### config.mk
export PLATFORM = sky130hd
export DESIGN_NAME = aes_core_arbiter
export DESIGN_NICKNAME = d
export VERILOG_FILES = /design/src/rtl/aes_core_arbiter.sv
export SDC_FILE = /design/constraint.sdc
export NUM_CORES = 1
export LEC_CHECK = 0
export CORE_AREA = 4 4 606 608
export CTS_CLUSTER_SIZE = 10
export DETAILED_ROUTE_END_ITERATION = 10
export DIE_AREA = 0 0 610 612
export DONT_BUFFER_PORTS = 1
export GPL_TIMING_DRIVEN = 1
export SLEW_MARGIN = 25
export SYNTH_ARGS = -nofsm -noshare
export SYNTH_HDL_FRONTEND = slang
export SYNTH_SLANG_ARGS = --single-unit
### constraint.sdc
create_clock -name clk -period 4.4 [get_ports clk]
set_clock_uncertainty 0.2 [all_clocks]
set_input_delay 0.88 -clock clk [delete_from_list [all_inputs] [get_ports clk]]
set_output_delay 0.88 -clock clk [all_outputs]
set_load 0.02 [all_outputs]
### src/rtl/aes_core_arbiter.sv
// aes_core_arbiter: round-robin front end that shares one multicycle aes_128 core among
// NUM_REQ requesters, with one block in flight and a one-entry result buffer.

module aes_core_arbiter_lane #(
   parameter int ID_W = 2,
   parameter int IDX  = 0
) (
   input  logic            launch,
   input  logic [ID_W-1:0] winner,
   input  logic            buf_full,
   input  logic [ID_W-1:0] buf_id,
   input  logic            resp_rdy,
   output logic            req_rdy,
   output logic            resp_vld,
   output logic            pop
);
   assign req_rdy  = launch & (winner == ID_W'(IDX));
   assign resp_vld = buf_full & (buf_id == ID_W'(IDX));
   assign pop      = resp_vld & resp_rdy;
endmodule

module aes_core_arbiter #(
   parameter int NUM_REQ = 4,
   parameter int ID_W    = $clog2(NUM_REQ)
) (
   input  logic                   clk,
   input  logic                   rst_n,
   input  logic [NUM_REQ-1:0]     req_valid,
   output logic [NUM_REQ-1:0]     req_ready,
   input  logic [NUM_REQ*128-1:0] req_data,
   input  logic [NUM_REQ*128-1:0] req_key,
   output logic [NUM_REQ-1:0]     resp_valid,
   input  logic [NUM_REQ-1:0]     resp_ready,
   output logic [127:0]           resp_data,
   output logic [127:0]           core_in_bus,
   output logic [127:0]           core_key,
   input  logic                   core_ready,
   input  logic                   core_valid,
   input  logic [127:0]           core_out_bus,
   output logic                   proto_err
);
   logic [127:0]        data_arr [NUM_REQ];
   logic [127:0]        key_arr  [NUM_REQ];
   logic [NUM_REQ-1:0]  pop_vec;
   logic [ID_W-1:0]     winner;
   logic                any_valid;
   logic                launch;
   logic                pop;

   logic                pend_q;
   logic                pend_real_q;
   logic [ID_W-1:0]     pend_id_q;
   logic                buf_full_q;
   logic [ID_W-1:0]     buf_id_q;
   logic [127:0]        buf_q;
   logic [ID_W-1:0]     rr_last_q;
   logic                proto_err_q;
   logic                started_q;

   for (genvar i = 0; i < NUM_REQ; i++) begin : g_lane
      assign data_arr[i] = req_data[128*i +: 128];
      assign key_arr[i]  = req_key[128*i +: 128];

      aes_core_arbiter_lane #(.ID_W(ID_W), .IDX(i)) u_lane (
         .launch   (launch),
         .winner   (winner),
         .buf_full (buf_full_q),
         .buf_id   (buf_id_q),
         .resp_rdy (resp_ready[i]),
         .req_rdy  (req_ready[i]),
         .resp_vld (resp_valid[i]),
         .pop      (pop_vec[i])
      );
   end

   // Scan from farthest to nearest offset so the nearest valid requester after rr_last_q wins.
   always_comb begin
      int idx;
      idx    = 0;
      winner = rr_last_q;
      for (int k = NUM_REQ; k >= 1; k--) begin
         idx = int'(rr_last_q) + k;
         if (idx >= NUM_REQ) idx = idx - NUM_REQ;
         if (req_valid[ID_W'(idx)]) winner = ID_W'(idx);
      end
   end

   assign any_valid   = |req_valid;
   assign launch      = core_ready & any_valid & ~buf_full_q & ~(pend_q & pend_real_q);
   assign pop         = |pop_vec;
   assign core_in_bus = any_valid ? data_arr[winner] : '0;
   assign core_key    = any_valid ? key_arr[winner]  : '0;
   assign resp_data   = buf_q;
   assign proto_err   = proto_err_q;

   always_ff @(posedge clk or negedge rst_n) begin
      if (!rst_n) begin
         pend_q      <= 1'b0;
         pend_real_q <= 1'b0;
         pend_id_q   <= '0;
         buf_full_q  <= 1'b0;
         buf_id_q    <= '0;
         buf_q       <= '0;
         rr_last_q   <= ID_W'(NUM_REQ-1);
         proto_err_q <= 1'b0;
         started_q   <= 1'b0;
      end else begin
         if (core_ready) started_q <= 1'b1;

         if (core_valid & pend_q & pend_real_q) begin
            buf_q      <= core_out_bus;
            buf_id_q   <= pend_id_q;
            buf_full_q <= 1'b1;
         end else if (pop) begin
            buf_full_q <= 1'b0;
         end

         // A new block start overrides the completing block's pend clear.
         if (core_ready) begin
            pend_q      <= 1'b1;
            pend_real_q <= launch;
            pend_id_q   <= winner;
            if (launch) rr_last_q <= winner;
         end else if (core_valid & pend_q) begin
            pend_q      <= 1'b0;
            pend_real_q <= 1'b0;
         end

         // A stray core_valid before the first block start after reset belongs to a discarded block.
         if ((core_ready & pend_q & ~core_valid) | (core_valid & ~pend_q & started_q))
            proto_err_q <= 1'b1;
      end
   end
endmodule
==> results by group <==
Power and ir drop
  • P_sw: 12920 uW
  • Net Sw Frac: 56.72%
  • Seq pwr share: 17.4%
  • Cell Int Power: 9855 uW
  • Pwr/cell area: 931.5 nW/um^2
  • Leak pwr: 0.008683 uW
  • Comb pwr share: 74.8%
  • Clock power frac: 7.8%
  • Max VDD drop: 0.3735 mV

Layout
  • Net count, final: 2684
  • Fillers: 42393
  • Fin util: 6.759%
  • Fin cells: 6417
  • Layout cells sized above 1: 46.99%
  • Synth-to-Final Area Change: 91.17%

Clocking
  • CTS root buf: clkbuf_16
  • Num CTS Buffers: 25
  • CTS tree: built
  • Clk sink count: 139
  • Clock Tree Buf Depth: 3
  • H-tree depth: 4
  • Clk slew on worst S/H paths: 70 ps
  • Worst skew pair latency: 510 ps

Synthesis
  • Top FF cell, synth: dfrtp_1
  • Largest family of logic cells by synthesized area: multiplexers
  • Adder-cell share of the synthesized area: 0%
  • XOR/XNOR Fraction of Synth Area: 0%
  • Syn Inst Count: 1224
  • Seq/Total Area, Yosys: 27.22%
  • Syn Area/Cell: 10.45 sq um
  • Number of synthesized flops with an enable pin: 0
  • Largest area contributor in the netlist: mux2i_1
  • YS warnings: 0
  • Largest cells by area after synthesis: mux2i_1, dfrtp_1, o22ai_1, mux2_2, clkbuf_1
  • FFs w/ async S/R, synth: 100.0%
  • Commonest cells post-synth: mux2i_1, o22ai_1, dfrtp_1
  • Yosys reg bits: 139
  • Synth Area in Compound Gates: 13.28%
  • Most frequent cell after synthesis: mux2i_1
  • Post-synthesis mux area share: 51.79%
  • Share of the synthesized area in the top cell type: 40.08%
  • Synthesized area: 12790 sq um
  • Post-synth cell types: 32
  • Mapped Nets: 2388
  • Simple-Gate Fraction of Synth Area: 1.164%

Global routing
  • Initial antenna violation count: 548
  • First-pass GRT wire length: 366.6 mm
  • GR Overflow Total: 0
  • Tot GR Track Use: 17.14%
  • Largest net degree at the start of global routing: 138
  • Vias in the first global route: 14099

Floorplan
  • Die height: 612 microns
  • Row cnt: 221
  • Total I/O pin count: 1557
  • Starting Density: 3.536%
  • Die area: 373300 sq um
  • Chip Width: 610 microns
  • Placeable Area: 361700 sq um

Worst setup path
  • Reg2Reg Depth: 3
  • Crit. End Element: primary output
  • Critical path class: flop to primary output
  • Worst EP arrival: 3320 ps
  • Flop-to-flop setup slack: 2040 ps
  • Terminus of the critical flop-to-flop path: resp_data[65]
  • Worst Setup Start Kind: flop
  • Crit-path max FO: 24
  • Worst EP required: 3320 ps
  • Worst reg2reg path startpoint: pend_q

Detailed routing
  • Vias per Instance: 2.569
  • Routed WL: 335.6 mm
  • DR iter-0 viols: 1394
  • DRC: 0
  • WL per Instance: 52.30 microns
  • First-pass DRT Iterations: 5
  • Detailed-route via count: 16483
  • Post-route ant nets: 0

STA
  • Max Clk Rate: 227.5 MHz
  • Final worst-path setup slack: 4.089 ps
  • Slew Viols, Final: 0
  • Rel. slew slack: 42.83%
  • Final hold vios: 0
  • Setup Viol. Count Final: 0
  • Worst-margin pin slew: 857.5 ps
  • Hold slack final: 124.8 ps
  • Fin crit period: 4396 ps
  • Final worst-path cycle share: 99.91%
  • Unrepaired setup endpoints after global routing: yes

Placed design
  • PortBufs: 0
  • Pre-CTS WS: -487.8 ps
  • Placed insts: 6251
  • HPWL Detailed: 315.1 mm
  • Routability Congestion: 1.132

Status
  • Status: complete, no violations

Hold path
  • Hold Crit Class: primary input to async pin

Job
  • Max Cap Viol: 0
==> worst max-delay path: stages (launching register included) <==
cell and delay, ps:
dfstp_2 570, nor2b_2 70, a21o_1 190, a211oi_4 200, buf_6 170, buf_16 190
buf_16 210, buf_16 250, mux2i_1 120, o22ai_1 380, buf_4 240
==> worst max-delay path by stage <==
| stage | start | endpoint | slack (ps) | cells after the start |
|---|---|---|---|---|
| after floorplan | req_valid[3] | core_in_bus[111] | 910 | 8 |
| after detailed placement | req_valid[3] | core_key[63] | -490 | 9 |
| after global routing | rr_last_q[0] | core_key[115] | -30 | 9 |
| after global placement | req_valid[3] | core_in_bus[104] | -810 | 9 |
| after CTS | rr_last_q[0] | core_in_bus[104] | -30 | 12 |
| final | rr_last_q[0] | core_key[15] | 4 | 10 |
==> repair_timing <==
item / CTS / global route
hold buffers: 2 / 0
pin swaps: 5 / 1
setup endpoints to repair: 79 / 67
resized for setup: 137 / 30
endpoints found under the hold margin: 137 / 0
setup buffers: 17 / 7
cloned: 9 / 2
==> flip-flops by register name, indices dropped and copies added (netlist names) <==
signal       cells
buf_full_q       1
started_q        1
pend_real_q      1
proto_err        1
rr_last_q        2
pend_id_q        2
pend_q           1
resp_data      128
buf_id_q         2
==> per-layer routing <==
layer  routed length [microns]  up-vias  track usage (%)
met5                      2042        -           0.2841
met4                     13470      278            4.736
met3                     48360     1063            11.07
met2                    167600     2040            30.79
met1                    104100     7584            15.90
li1                          -     5518                -
==> cells in the final DEF (no fill, tap or decap), types with 2 or more instances in the layout <==
cell	count
mux2i_1	444
buf_4	291
o22ai_1	186
dfrtp_1	137
mux2_2	131
diode_2	97
buf_12	72
o22ai_2	63
mux2i_2	38
mux2i_4	30
clkbuf_16	27
buf_16	18
buf_6	18
nand2_1	8
o22ai_4	7
o21ai_0	5
nor2_1	5
nor3_1	5
inv_1	3
clkinv_2	3
o21ai_1	2
a21o_1	2
clkbuf_1	2
bufbuf_16	2
buf_8	2
dfstp_2	2
==> layout make-up <==
cell class	instances	area [sq um]	area share (%)
diodes	97	242.7	0.9929
clock buffers	28	646.9	2.646
clock inverters	5	53.80	0.2201
inverters	3	11.26	0.04606
multi-input cells	945	9533	39.00
flip-flops and latches	139	3481	14.24
well taps	4794	5998	24.54
repair buffers	406	4479	18.32
==> power by group through the flow <==
stage | Combinational (uW) | Clock [uW] | Sequential (uW)
2_1_floorplan | 7280 | 0 | 2990
3_3_place_gp | 15700 | 0 | 3990
3_5_place_dp | 15700 | 0 | 4020
4_1_cts | 17200 | 1890 | 3980
5_1_grt | 17600 | 1900 | 4030
6_report | 17000 | 1790 | 3960
==> through the flow <==
stage / setup TNS [ps] / total power, uW / cell area (sq um)
floorplan: 0 / 10260 / 12790
global placement: -7603 / 19700 / 22030
detailed placement: -4744 / 19760 / 22050
CTS: -193.7 / 23060 / 23950
global route: -111.3 / 23550 / 24360
finish: 0 / 22770 / 24450
==> logic make-up (layout without fill, tap and decap cells) <==
| kind of cell | Yosys count | after routing |
|---|---|---|
| compound gates | 271 | 271 |
| flops | 139 | 139 |
| buf+inv | 140 | 442 |
| other cells | 0 | 97 |
| mux | 644 | 644 |
| simple gates | 30 | 30 |
Power figures use the tool's default switching activity.
